`config.mk`:
```
export PLATFORM = sky130hd
export DESIGN_NAME = prog_loader
export DESIGN_NICKNAME = d
export VERILOG_FILES = /design/src/rtl/custom_types.sv /design/src/rtl/prog_loader.sv
export SDC_FILE = /design/constraint.sdc
export NUM_CORES = 1
export LEC_CHECK = 0
export CORE_MARGIN = 1.5
export CORE_UTILIZATION = 49
export DETAILED_ROUTE_END_ITERATION = 6
export HOLD_SLACK_MARGIN = 0.05
export PLACE_DENSITY = 0.75
export SYNTH_ARGS = -nofsm -noshare
export SYNTH_HDL_FRONTEND = slang
export SYNTH_SLANG_ARGS = --single-unit
```
`constraint.sdc`:
```
create_clock -name clk -period 3.4 [get_ports clk]
set_input_delay 0.51 -clock clk [delete_from_list [all_inputs] [get_ports clk]]
set_output_delay 0.51 -clock clk [all_outputs]
set_load 0.02 [all_outputs]
```
`src/rtl/custom_types.sv`:
```
// Shared types for the 4-bit CPU slice: instruction word and program loader FSM states.
package custom_types;

    typedef logic [7:0] instruction_t;

    typedef enum logic [2:0] {
        LD_IDLE,
        LD_COUNT,
        LD_DATA,
        LD_CHECK,
        LD_DONE
    } loader_state_t;

    localparam instruction_t LOADER_HEADER = 8'hA5;

endpackage

```
`src/rtl/prog_loader.sv`:
```
// Framed byte-stream program loader: writes instruction memory and holds the CPU
// in reset until the frame checksum verifies.
module prog_loader
    import custom_types::*;
#(
    parameter logic [7:0] HEADER = LOADER_HEADER
) (
    input  logic         clk,
    input  logic         reset,
    input  logic         in_valid,
    input  logic [7:0]   in_data,
    output logic         in_ready,
    output logic         imem_we,
    output logic [3:0]   imem_addr,
    output instruction_t imem_wdata,
    output logic         cpu_hold,
    output logic         load_done,
    output logic         load_err
);

    loader_state_t state;
    logic [7:0]    acc;
    logic [3:0]    addr;
    logic [3:0]    remaining;
    logic          accept;

    assign in_ready = (state != LD_DONE);
    assign accept   = in_valid && in_ready;

    always_ff @(posedge clk or posedge reset) begin
        if (reset) begin
            state      <= LD_IDLE;
            acc        <= '0;
            addr       <= '0;
            remaining  <= '0;
            imem_we    <= 1'b0;
            imem_addr  <= '0;
            imem_wdata <= '0;
            cpu_hold   <= 1'b1;
            load_done  <= 1'b0;
            load_err   <= 1'b0;
        end else begin
            imem_we <= 1'b0;
            case (state)
                LD_IDLE: begin
                    if (accept && in_data == HEADER) begin
                        state    <= LD_COUNT;
                        cpu_hold <= 1'b1;
                        load_err <= 1'b0;
                        acc      <= '0;
                    end
                end
                LD_COUNT: begin
                    if (accept) begin
                        if (in_data[7:4] != 4'd0) begin
                            load_err <= 1'b1;
                            state    <= LD_IDLE;
                        end else begin
                            remaining <= in_data[3:0];
                            addr      <= '0;
                            acc       <= in_data;
                            state     <= LD_DATA;
                        end
                    end
                end
                LD_DATA: begin
                    if (accept) begin
                        imem_we    <= 1'b1;
                        imem_addr  <= addr;
                        imem_wdata <= in_data;
                        acc        <= acc ^ in_data;
                        addr       <= addr + 4'd1;
                        if (remaining == 4'd0) begin
                            state <= LD_CHECK;
                        end else begin
                            remaining <= remaining - 4'd1;
                        end
                    end
                end
                LD_CHECK: begin
                    // memory is already partly rewritten, so a mismatch keeps the CPU held
                    if (accept) begin
                        if (in_data == acc) begin
                            cpu_hold  <= 1'b0;
                            load_done <= 1'b1;
                            state     <= LD_DONE;
                        end else begin
                            load_err <= 1'b1;
                            state    <= LD_IDLE;
                        end
                    end
                end
                LD_DONE: begin
                    load_done <= 1'b0;
                    state     <= LD_IDLE;
                end
                default: state <= LD_IDLE;
            endcase
        end
    end

endmodule

```
==> impl_metrics.tcl, run 1 <==
set metrics [dict create \
    outcome "finished, final reports clean" \
    worst_path_largest_cell_delay_ns 0.66 \
    core-area_um2 3633 \
    max-slew-margin-rel_pct 50.25 \
    slew_violations 0 \
    cts_repair_resize_count 0 \
    crit_type "flop to flop" \
    drt-pass1-iter-count 4 \
    yosys.cell_types.count 46 \
    antenna_found_initial 0 \
    n_antenna_cell 0 \
    clk_latency_ns 0.30 \
    cp.arrival_ns 2.67 \
    fin_crit_sh_pct 73.29 \
    yosysTopAreaCell "dfrtp_1" \
    dpl.cell_count 255 \
    yosysSeqAreaShare_pct 47.95 \
    cts_buffers 5 \
    synth_nets 201 \
    fin_nets 227 \
    synthTopCellsByCount "dfrtp_1, o21ai_0, nor2_1" \
    critical_path.top_delay_family "simple AND/OR/NAND/NOR gates" \
    grt_pass1_wl_um 6658 \
    cts_tree "built" \
    cap_violations 0 \
    ys_ff_latch 35 \
    die_area_um2 4109 \
    power_frac_seq_pct 41.7 \
    htree_levels 2 \
    die_y_um 64.10 \
    hold_path_class "flop to flop" \
    synthMostInstantiatedCell "dfrtp_1" \
    fin_cells 263 \
    crit_buf_inv 0 \
    worstSetupEndpointType "flop" \
    row_count 22 \
    viasPerCell 5.532 \
    worstPathRequired_ns 3.58 \
    path_clk_slew_ns 0.07 \
    area.growth.synth_to_final_pct 20.52 \
    start_util_pct 50.34 \
    crit_slowest_cell "and2_1" \
    place.gp.congestion 0.7925 \
    fin_skew_ns 0.01086 \
    drive_gt1_share_pct 16.28 \
    ir_worst_vdd_uv 372.9 \
    pwr-share-comb_pct 38.4 \
    critPathLaunchType "flop" \
    power.total_mw 1.511 \
    port_buffers 27 \
    clkPwrFrac_pct 19.9 \
    cts_sinks 35 \
    postCtsHoldBufs 0 \
    setup_violations 0 \
    intPower_uw 953.5 \
    post_drt_wl_per_cell_um 14.24 \
    post-route-drc-count 0 \
    cts_setup_buffers 0 \
    layout_min_cycle_time_ns 2.492 \
    dp.final_hpwl_um 2646 \
    crit_path_max_fanout 17 \
    switching_share_pct 36.91 \
    p_sw_uw 557.8 \
    yosys_warnings 0 \
    antenna_left 0 \
    num_vias 1455 \
    ios 28 \
    synth_top_area_share_pct 46.51 \
    drtIter0Drc 152 \
    syn_inst 188 \
    synth_edf_count 0 \
    tns_ns 0 \
    grt-ovfl-total 0 \
    clock.fmax_mhz 401.3 \
    grt_pass1_vias 1447 \
    totalWireLength_um 3745 \
    fp.dieW_um 64.10 \
    synth_area_leaders "dfrtp_1, o21ai_0, mux2_2, nor2_1, xor2_1" \
    grt.total_usage_pct 21.15 \
    clk_path_buf_depth 2 \
    grt_max_degree 19 \
    avgSynthCellArea_um2 9.730 \
    num-fill-cells 336 \
    worstMarginPinSlew_ns 0.7462 \
    power_leakage_nw 0.9824 \
    hold_viol_final 0 \
    clockRootBuffer "clkbuf_8" \
    powerDensity_nw_per_um2 685.5 \
    rsz0062_at_grt "no" \
    synth_area_um2 1829 \
    synth-async-reset-ratio_pct 100.0 \
    synthFlopType "dfrtp_1" \
    worstPathCellList "nand2b_1 -> nor2_2 -> and2_1 -> mux2_2" \
]
## placed cells by master, fill, tap and decap left out, drive strengths merged, types with 3 or more instances in the layout
cell type	n
a21oi	3
dfrtp	34
o21ai	32
clkbuf	5
mux2	12
a21o	3
a31oi	3
nor3	3
nand2	17
clkdlybuf4s50	27
xor2	8
nand3	3
inv	4
nor2b	3
nor2	27
## sequential cells by signal, indices dropped and copies added (netlist names), 3 cells and up
register and cells:
state 3, addr 4, imem_addr 4, imem_wdata 8, remaining 4, acc 8
## cells by family (layout without fill, tap and decap cells)
group,after synthesis,in the layout,synth area share [%]
xor+xnor,8,8,3.831
flops,35,35,47.95
fa+ha+maj,2,2,1.368
compound gates,49,49,16.62
mux,12,12,7.387
simple gates,69,69,19.22
buf+inv,13,40,3.624
## path summary, 6_finish.rpt
kind | start | endpoint | slack [ns] | cells past startpoint
max | state[0] | imem_wdata[7] | 0.91 | 4
min | addr[3] | addr[3] | 0.48 | 1
max reg2reg | state[0] | imem_wdata[7] | 0.91 | 4
min reg2reg | addr[3] | addr[3] | 0.48 | 1
max in group asynchronous | reset | acc[2] | 2.08 | 3
min in group asynchronous | reset | imem_addr[1] | 0.62 | 2
## per-layer routing
metal  vias to the layer above  part of all wire [%]  GRT usage (%)
met5                         -                     0              0
met4                         0                   2.1          9.043
met3                        10                   5.0          5.986
met2                        43                    47          33.07
met1                       699                    46          27.55
li1                        703                     -              -
## per-stage QoR
step	hold slack (ns)	util, %	worst slack, ns	instance area (um2)
finish	0.4841	60.67	0.9082	2205
global route	0.5187	60.67	0.6509	2205
CTS	0.4839	60.67	0.9105	2205
detailed placement	0.4720	58.23	0.8865	2116
global placement	0.4616	58.23	0.9490	2116
floorplan	0.4451	-	1.606	1829
## power by group through the flow
stage	Sequential, mW	Clock (mW)	Combinational [mW]
2_1_floorplan	0.674	0	0.355
3_3_place_gp	0.631	0	0.566
3_5_place_dp	0.638	0	0.581
4_1_cts	0.631	0.309	0.584
5_1_grt	0.652	0.323	0.642
6_report	0.630	0.301	0.580
## layout make-up
type	count	area, um2	share of cell area (%)
Multi-Input combinational cell	140	885.9	40.18
Sequential cell	35	877.1	39.78
Timing Repair Buffer	28	277.8	12.60
Clock buffer	5	68.82	3.121
Tap cell	48	60.06	2.724
Clock inverter	3	20.02	0.9081
Inverter	4	15.01	0.6810
No activity file was read; power rests on OpenSTA's default activity.
==> run 2: changes to the inputs <==
Clock period 3.4 ns to 2.3 ns, I/O delays scaled along.
==> run 2 against run 1 <==
Critical path depth fell by 1; core utilization is 2.2 points higher; sequential power rose by 48%; sequential share of layout area shrank 1.4 points; non-clock buffer count is 5 higher; critical endpoint is now in_ready.
==> impl_metrics.tcl, run 2 (synthesized netlist as in run 1, its figures left out) <==
set metrics [dict create \
    num-fill-cells 313 \
    layout_min_cycle_time_ns 2.057 \
    clock.fmax_mhz 486.2 \
    grt_max_degree 22 \
    power_frac_seq_pct 39.1 \
    final_cell_mix "dfrtp_1, o21ai_0, clkdlybuf4s50_1" \
    antenna_found_initial 0 \
    critPathLaunchType "flop" \
    max-slew-margin-rel_pct 57.62 \
    post_drt_wl_per_cell_um 14.53 \
    fp.dieW_um 64.10 \
    fin_nets 232 \
    tns_ns 0 \
    setup_violations 0 \
    start_util_pct 50.34 \
    grt_pass1_vias 1524 \
    die_y_um 64.10 \
    drt-pass1-iter-count 4 \
    htree_levels 2 \
    p_sw_uw 821.0 \
    power_leakage_nw 1.032 \
    grt-ovfl-total 0 \
    clk_latency_ns 0.29 \
    antenna_left 0 \
    totalWireLength_um 3895 \
    crit_type "flop to output pin" \
    cts_repair_resize_count 0 \
    core-area_um2 3633 \
    drtIter0Drc 64 \
    area.growth.synth_to_final_pct 24.83 \
    grt_pass1_wl_um 6803 \
    fin_skew_ns 0.004967 \
    dp.final_hpwl_um 2800 \
    outcome "finished, final reports clean" \
    fin_crit_sh_pct 89.43 \
    cts_setup_buffers 0 \
    num_vias 1478 \
    die_area_um2 4109 \
    worstSetupEndpointType "output pin" \
    final_common_cell "dfrtp_1" \
    n_antenna_cell 0 \
    intPower_mw 1.565 \
    worstMarginPinSlew_ns 0.6351 \
    viasPerCell 5.515 \
    top_regs "acc x8, imem_wdata x8" \
    setup_ws_ns 0.2432 \
    cts_tree "built" \
    cap_violations 0 \
    ios 28 \
    clk_path_buf_depth 2 \
    ir_worst_vdd_uv 513.1 \
    pwr-share-comb_pct 37.1 \
    hold_path_class "primary input to asynchronous set/reset pin" \
    switching_share_pct 34.41 \
    r2r_start "state[0]" \
    worstPathRequired_ns 1.96 \
    powerDensity_nw_per_um2 1045 \
    clockRootBuffer "clkbuf_8" \
    clkPwrFrac_pct 23.8 \
    postCtsHoldBufs 0 \
    post-route-drc-count 0 \
    cts_sinks 35 \
    cts_buffers 5 \
    cp.arrival_ns 1.71 \
    rsz0062_at_grt "no" \
    hold_viol_final 0 \
    crit_path_max_fanout 13 \
    row_count 22 \
    port_buffers 27 \
    path_clk_slew_ns 0.07 \
    crit_start "state[0]" \
    place.gp.congestion 0.7790 \
    drive_gt1_share_pct 18.18 \
    pre_cts_ws_ns 0.06204 \
    grt.total_usage_pct 21.76 \
    slew_violations 0 \
]
-- run 2: cell types whose count changed in the layout (fill, tap and decap cells not counted), sizes merged --
cell and change:
clkinvlp -2, buf +5, clkbuf +1, bufinv +1
-- run 2: power groups by stage --
stage	Sequential [mW]	Clock [mW]	Combinational, mW
final	0.932	0.568	0.886
after global routing	0.961	0.617	0.982
after CTS	0.932	0.584	0.892
after detailed placement	0.944	0	0.885
after global placement	0.931	0	0.854
after floorplan	0.996	0	0.525
-- run 2: final cells by class --
cell class | count | area (um2) | area share [%]
Clock inverter | 2 | 35.03 | 1.534
Timing Repair Buffer | 33 | 327.8 | 14.36
Multi-Input combinational cell | 140 | 885.9 | 38.79
Clock buffer | 6 | 82.58 | 3.616
Inverter | 4 | 15.01 | 0.6575
Tap cell | 48 | 60.06 | 2.630
Sequential cell | 35 | 877.1 | 38.41
-- run 2: path summary, 6_finish.rpt --
path                                 to  slack [ns]  cells past startpoint
max                            in_ready        0.24                      3
min                            state[0]        0.43                      2
max reg2reg                imem_addr[3]        0.38                      5
min reg2reg                    load_err        0.48                      2
max in group asynchronous        acc[2]        1.33                      3
min in group clk               load_err        0.48                      2
-- run 2: per-layer routing --
metal | vias up | GRT usage [%] | routed length, um
li1 | 715 | - | -
met2 | 48 | 36.20 | 1941
met4 | 0 | 9.574 | 48
met5 | - | 0 | 0
met1 | 710 | 25.92 | 1680
met3 | 5 | 6.690 | 225
-- run 2: stage by stage --
stage	util [%]	cell area, um2	instances	total power, mW	hold WS [ns]
after global placement	59.61	2166	260	1.786	0.4657
after floorplan	-	1829	188	1.522	0.4451
after detailed placement	59.61	2166	260	1.830	0.4741
after global routing	62.84	2283	268	2.560	0.4761
final	62.84	2283	268	2.386	0.4345
after CTS	62.84	2283	268	2.409	0.4534
-- run 2: critical path, cell delays in order (launching register included) --
cell and delay [ns]:
dfrtp_1 0.57, nor2_1 0.14, nand2_1 0.11, clkdlybuf4s50_1 0.61
==> run 3: changes to the inputs <==
Settings changed: CTS_BUF_LIST set to sky130_fd_sc_hd__clkbuf_8 sky130_fd_sc_hd__clkbuf_16.
Clock period 2.3 ns to 2.33 ns, I/O delays scaled along.
==> run 3 against run 2 <==
Non-clock buffer count stayed put; cell count did not move; design area stayed put; power down 1.1%; first-iteration DRC count grew 39%; via count is 1.8% higher; die area is the same; global-route usage shrank 0.11 points; register-to-register slack barely moved; flip-flop and latch count did not move; critical endpoint unchanged; largest power group unchanged.
==> impl_metrics.tcl, run 3 (synthesized netlist as in run 1, its figures left out) <==
set metrics [dict create \
    outcome "finished, final reports clean" \
    hold_path_class "primary input to asynchronous set/reset pin" \
    area.growth.synth_to_final_pct 24.83 \
    viasPerCell 5.612 \
    htree_levels 2 \
    antenna_left 0 \
    clk_latency_ns 0.29 \
    grt_pass1_vias 1515 \
    critPathLaunchType "flop" \
    cts_buffers 5 \
    cts_sinks 35 \
    clockRootBuffer "clkbuf_8" \
    place.gp.congestion 0.7791 \
    totalWireLength_um 3909 \
    postCtsHoldBufs 0 \
    fin_hold_ws_ns 0.4391 \
    antenna_found_initial 0 \
    drive_gt1_share_pct 18.18 \
    port_buffers 27 \
    rsz0062_at_grt "no" \
    crit_type "flop to output pin" \
    ir_worst_vdd_uv 636.8 \
    drtIter0Drc 89 \
    cp.arrival_ns 1.72 \
    slew_violations 0 \
    fin_cells 268 \
    num_vias 1504 \
    fin_nets 232 \
    place_area_um2 2166 \
    cts_tree "built" \
    cap_violations 0 \
    setup_violations 0 \
    post-route-cell-area_um2 2283 \
    fin_skew_ns 0.004312 \
    tns_ns 0 \
    worstPathRequired_ns 1.98 \
    die_y_um 64.10 \
    post-route-drc-count 0 \
    powerDensity_nw_per_um2 1034 \
    final_cell_mix "dfrtp_1, o21ai_0, clkdlybuf4s50_1" \
    cts_repair_resize_count 0 \
    hold_viol_final 0 \
    start_util_pct 50.34 \
    drt-pass1-iter-count 4 \
    grt_pass1_wl_um 6851 \
    power_leakage_nw 1.032 \
    fin_crit_sh_pct 88.87 \
    ios 28 \
    die_area_um2 4109 \
    clock.fmax_mhz 482.9 \
    cts_setup_buffers 0 \
    dpl.cell_count 260 \
    top_regs "acc x8, imem_wdata x8" \
    max-slew-margin-rel_pct 57.22 \
    dp.final_hpwl_um 2778 \
    grt.total_usage_pct 21.64 \
    worstMarginPinSlew_ns 0.6410 \
    clk_path_buf_depth 2 \
    grt-ovfl-total 0 \
    fp.dieW_um 64.10 \
    path_clk_slew_ns 0.07 \
    layout_min_cycle_time_ns 2.071 \
    power.total_mw 2.360 \
    crit_path_max_fanout 13 \
    worstSetupEndpointType "output pin" \
    row_count 22 \
    grt_max_degree 22 \
    ff2ff_setup_slack_ns 0.39 \
    core-area_um2 3633 \
    final_common_cell "dfrtp_1" \
    post_drt_wl_per_cell_um 14.59 \
    n_antenna_cell 0 \
]
[run 3: per-stage QoR]
stage,worst slack [ns],util (%)
3_3_place_gp,0.1537,59.61
2_1_floorplan,0.6371,-
3_5_place_dp,0.08246,59.61
6_report,0.2594,62.84
4_1_cts,0.2566,62.84
5_1_grt,0.1371,62.84
[run 3: layout make-up]
type	count	area, um2
Fill cell	317	1350
Multi-Input combinational cell	140	885.9
Sequential cell	35	877.1
Timing Repair Buffer	33	327.8
Clock buffer	6	82.58
Tap cell	48	60.06
Clock inverter	2	35.03
Inverter	4	15.01
[run 3: layer usage]
metal	track usage, %	wire, um	up-vias
met2	36.20	1928	52
met1	27.19	1707	730
met3	5.282	222	6
met5	0	0	-
li1	-	-	716
met4	7.979	51	0
[run 3: worst max-delay path: stages (launching register included)]
cell and delay (ns):
dfrtp_1 0.57, nor2_1 0.14, nand2_1 0.12, clkdlybuf4s50_1 0.61
[run 3: path summary, 6_finish.rpt]
| kind | start | endpoint | depth (start not counted) |
|---|---|---|---|
| max reg2reg | state[0] | imem_addr[3] | 5 |
| min in group clk | load_err | load_err | 2 |
| max in group asynchronous | reset | acc[2] | 3 |
| min reg2reg | load_err | load_err | 2 |
| min | reset | state[0] | 2 |
| max | state[0] | in_ready | 3 |
[run 3: where the power goes]
group	switching (mW)	internal, mW
Combinational	0.452	0.424
Sequential	0.146	0.775
Clock	0.218	0.346
Total	0.816	1.54
